[config.mk]
export PLATFORM = sky130hd
export DESIGN_NAME = popcount_window_stats
export DESIGN_NICKNAME = d
export VERILOG_FILES = /design/src/rtl/popcount_window_stats.sv
export SDC_FILE = /design/constraint.sdc
export NUM_CORES = 1
export LEC_CHECK = 0
export CORE_ASPECT_RATIO = 0.6
export CORE_MARGIN = 3
export CORE_UTILIZATION = 50
export DETAILED_ROUTE_END_ITERATION = 16
export GPL_ROUTABILITY_DRIVEN = 0
export PLACE_DENSITY = 0.83
export SLEW_MARGIN = 20
export SYNTH_ARGS = -nofsm -noshare
export SYNTH_HDL_FRONTEND = slang
export SYNTH_SLANG_ARGS = --single-unit
[constraint.sdc]
create_clock -name clk_i -period 1.9 [get_ports clk_i]
set_input_delay 0.38 -clock clk_i [delete_from_list [all_inputs] [get_ports clk_i]]
set_output_delay 0.38 -clock clk_i [all_outputs]
set_load 0.05 [all_outputs]
[src/rtl/popcount_window_stats.sv]
// Windowed sum/min/max/count statistics over the valid popcount result stream.
// A window closes on reaching WINDOW samples or on flush; each close produces one registered result pulse.
module popcount_window_stats #(
  parameter int unsigned WIDTH  = 16,
  parameter int unsigned WINDOW = 8,
  localparam int unsigned CNT_W = $clog2(WIDTH) + 1,
  localparam int unsigned SUM_W = $clog2(WIDTH * WINDOW + 1),
  localparam int unsigned SMP_W = $clog2(WINDOW + 1)
) (
  input  logic             clk_i,
  input  logic             arst_i,
  input  logic [CNT_W-1:0] data_i,
  input  logic             data_val_i,
  input  logic             flush_i,
  output logic [SUM_W-1:0] sum_o,
  output logic [CNT_W-1:0] min_o,
  output logic [CNT_W-1:0] max_o,
  output logic [SMP_W-1:0] samples_o,
  output logic             stats_val_o
);

  typedef enum logic {EMPTY, ACCUM} state_t;

  state_t           state;
  logic [SUM_W-1:0] acc_sum;
  logic [CNT_W-1:0] acc_min;
  logic [CNT_W-1:0] acc_max;
  logic [SMP_W-1:0] acc_cnt;

  logic [CNT_W-1:0] d;
  logic [SUM_W-1:0] new_sum;
  logic [CNT_W-1:0] new_min;
  logic [CNT_W-1:0] new_max;
  logic [SMP_W-1:0] new_cnt;
  logic             close;

  // Window values including this cycle's sample; both close and accumulate paths use them.
  always_comb begin
    d       = (data_i > CNT_W'(WIDTH)) ? CNT_W'(WIDTH) : data_i;
    new_sum = acc_sum;
    new_min = acc_min;
    new_max = acc_max;
    new_cnt = acc_cnt;
    if (data_val_i) begin
      if (state == EMPTY) begin
        new_sum = SUM_W'(d);
        new_min = d;
        new_max = d;
        new_cnt = SMP_W'(1);
      end else begin
        new_sum = acc_sum + SUM_W'(d);
        new_min = (d < acc_min) ? d : acc_min;
        new_max = (d > acc_max) ? d : acc_max;
        new_cnt = acc_cnt + SMP_W'(1);
      end
    end
    close = (data_val_i && (new_cnt == SMP_W'(WINDOW))) ||
            (flush_i && ((state == ACCUM) || data_val_i));
  end

  always_ff @(posedge clk_i or posedge arst_i) begin
    if (arst_i) begin
      state       <= EMPTY;
      acc_sum     <= '0;
      acc_min     <= '0;
      acc_max     <= '0;
      acc_cnt     <= '0;
      sum_o       <= '0;
      min_o       <= '0;
      max_o       <= '0;
      samples_o   <= '0;
      stats_val_o <= 1'b0;
    end else begin
      stats_val_o <= close;
      if (close) begin
        sum_o     <= new_sum;
        min_o     <= new_min;
        max_o     <= new_max;
        samples_o <= new_cnt;
        acc_sum   <= '0;
        acc_min   <= '0;
        acc_max   <= '0;
        acc_cnt   <= '0;
        state     <= EMPTY;
      end else if (data_val_i) begin
        acc_sum <= new_sum;
        acc_min <= new_min;
        acc_max <= new_max;
        acc_cnt <= new_cnt;
        state   <= ACCUM;
      end
    end
  end

endmodule

==> impl_metrics.csv <==
group,metric,value,unit
status,status,"complete, but fails checks",
status,violations,"negative setup slack",
sta,finalMaxSlewViolations,0,
synthesis,synthTopCellsByArea,"dfrtp_1 (45%), ha_1 (7.3%), nor2_1 (4.5%)",
place,dp_slack,-0.819,ns
sta,finalSetupViolations,44,
synthesis,synth_nets,287,
clocking,cts_tree,"yes",
floorplanning,row_count,19,
synthesis,synth_mux_area_share,2.83,%
worst_setup_path,slowest_stage,"or4_4",
synthesis,synthFlopType,"dfrtp_1",
drt,drt_iter0_markers,271,
place,io_buffers,31,
worst_setup_path,worstSetupPathType,"flip-flop to flip-flop",
worst_setup_path,slowest_delay,0.55,ns
synthesis,synth-xor-area-share,1.36,%
layout,fin_nets,366,
synthesis,ys_seq_area_share,44.8,%
floorplanning,dieHeight,61.5,µm
synthesis,synth_top_family_by_area,"compound AO/OA/AOI/OAI gates",
floorplanning,initial_core_util,54.0,%
job,maxCapViolCount,0,
synthesis,synth_cell_types,53,
layout,final_common_cell,"buf_4",
drt,ant_nets,0,
worst_setup_path,critical_path_buf_inv_count,3,
sta,grt_setup_unrepaired,"true",
clocking,cts_buffers,5,
synthesis,synth_area,0.00257,mm²
clocking,insertion_delay,0.31,ns
sta,tightest_slew,0.535,ns
drt,drc,0,
synthesis,synth_simple_gate_area_share,15.4,%
power,power,3.17,mW
layout,diodes,0,
hold_path,hold_class,"input pin to async pin",
sta,period_needed,2.07,ns
clocking,cts.sinks,46,
clocking,root_buffer,"clkbuf_8",
worst_setup_path,worstPathRequired,2.10,ns
synthesis,synth_edf_count,0,
layout,syn_to_final_growth,47.1,%
power,ir_drop,541,µV
sta,setup_slack,-0.174,ns
synthesis,syn_inst,262,
grt,grt_max_degree,32,
power,power_density,841,mW/mm²
drt,post_drt_wl_per_cell,20.3,µm
floorplanning,ioPinCount,32,
clocking,h-tree-depth,2,
sta,slew-limit-headroom,64.0,%
floorplanning,die_x,98.5,µm
floorplanning,dieArea,0.00606,mm²
layout,final_util,79.4,%
synthesis,async_reset_ff_share,100,%
layout,nFillCells,291,
sta,max_freq,0.482,GHz
drt,vias,2493,
grt,grt_pass1_wl,11700,µm
synthesis,synth_compound_area_share,21.6,%
synthesis,synthAdderAreaFrac,8.09,%
synthesis,synth_top_area_share,44.8,%
grt,antenna_found_initial,0,
worst_setup_path,crit_chain,"ha_1 -> or4_4 -> o21a_4 -> clkinv_8 -> buf_4 -> clkbuf_16 -> nor2_1",
worst_setup_path,cp-end-kind,"flip-flop",
drt,drtPass1Iterations,4,
clocking,clk_path_buf_depth,2,
drt,viasPerCell,6.17,
grt,gr-total-overflow,0,
clocking,clkTransAtPathRegs,0.10,ns
layout,area.sequential,0.00115,mm²
drt,drt-total-wl,8210,µm
place,dp_hpwl,4730,µm
synthesis,ys_ff_latch,46,
worst_setup_path,path_delay_family,"simple AND/OR/NAND/NOR gates",
worst_setup_path,arrival,2.27,ns
sta,hold_viol,0,
grt,globalRouteTotalUtil,25.0,%
floorplanning,coreArea,0.00475,mm²
grt,grt_pass1_vias,2388,
synthesis,synth_area_per_cell,9.80,µm²
layout,layout-drive-gt1-share,39.9,%
synthesis,yosysTopAreaCell,"dfrtp_1",
layout,multi_input_area,0.00159,mm²
synthesis,synth.yosys.warnings,0,
layout,mostFrequentLayoutCells,"buf_4 (56), dfrtp_1 (46), nor2_1 (25), nand2_1 (18), a21oi_1 (15)",
sta,fin_crit_sh,109,%
power,p_leak,1.71,nW
worst_setup_path,cp-start-kind,"flip-flop",
sta,final.setup.tns,-4.75,ns
sta,fin_skew,0.0126,ns
worst_setup_path,path_max_fanout,9,
sta,whs,0.356,ns
synth_stat cells, drive strengths merged (4+ instances only):
library cell / number
nand3: 5
a21oi: 23
o21ai: 18
a32o: 4
nor3: 5
ha: 15
o31ai: 4
inv: 17
mux2i: 5
a31oi: 7
dfrtp: 46
nor2b: 5
nand4: 4
buf: 7
nor2: 31
nand2b: 5
nand2: 19
cell families after synthesis:
group,count (synthesis)
and+or+nand+nor,83
AOI/OAI and AO/OA,78
DFF,46
buffers and inverters,28
adders and majority gates,16
muxes,7
xor gates and xnor gates,4
worst reg2reg max path, delay by kind of cell (launching register included):
family | cells | cell delay, ns
compound gates | 1 | 0.26
fa+ha+maj | 1 | 0.32
buf+inv | 3 | 0.37
flops | 1 | 0.41
simple gates | 2 | 0.59
final cells by class:
type | count | share of cell area, %
flip-flops and latches | 46 | 30.5
well taps | 63 | 2.09
clock inverters | 1 | 0.795
multi-input cells | 188 | 42.2
repair buffers | 82 | 20.1
inverters | 18 | 2.19
clock buffers | 6 | 2.19
per-layer routing:
metal / share of wire [%] / GRT usage, % / vias to the layer above
met5: 0 / 0 / -
met4: 3.2 / 10.3 / 0
met3: 7.1 / 6.33 / 33
met2: 47 / 41.4 / 128
met1: 43 / 32.4 / 1233
li1: - / - / 1099
report_power, final:
part           switching (mW)  internal, mW
combinational           0.742         0.496
sequential             0.0759          1.09
clock                   0.350         0.421
stage by stage:
stage,std cells,instance area [µm²]
3_5_place_dp,387,3260
5_1_grt,404,3780
6_report,404,3780
2_1_floorplan,262,2650
3_3_place_gp,387,3260
4_1_cts,398,3590
repair_timing:
item / CTS / global route
setup endpoints to repair: 40 / 48
pin swaps: 12 / 5
gates resized for setup: 35 / 33
gates cloned: 1 / 1
hold buffers: 0 / 0
buffers inserted: 3 / 5
sequential cells by signal, indices dropped and copies added, names as in the netlist, 4 cells and up:
name and cells:
acc_min 5, sum_o 8, min_o 5, max_o 5, samples_o 4, acc_cnt 4
acc_sum 8, acc_max 5
final timing paths:
path	startpoint	end	slack, ns	depth (start not counted)
min	arst_i	samples_o[0]$_DFFE_PP0N_	0.36	2
min reg2reg	sum_o[6]$_DFFE_PP0N_	sum_o[6]$_DFFE_PP0N_	0.50	2
max reg2reg	acc_cnt[1]$_DFFE_PP0P_	acc_min[2]$_DFFE_PP0P_	-0.17	7
max in group asynchronous	arst_i	min_o[4]$_DFFE_PP0N_	1.04	3
min in group clk_i	sum_o[6]$_DFFE_PP0N_	sum_o[6]$_DFFE_PP0N_	0.50	2
max	acc_cnt[1]$_DFFE_PP0P_	acc_min[2]$_DFFE_PP0P_	-0.17	7
Power figures use the tool's default switching activity.
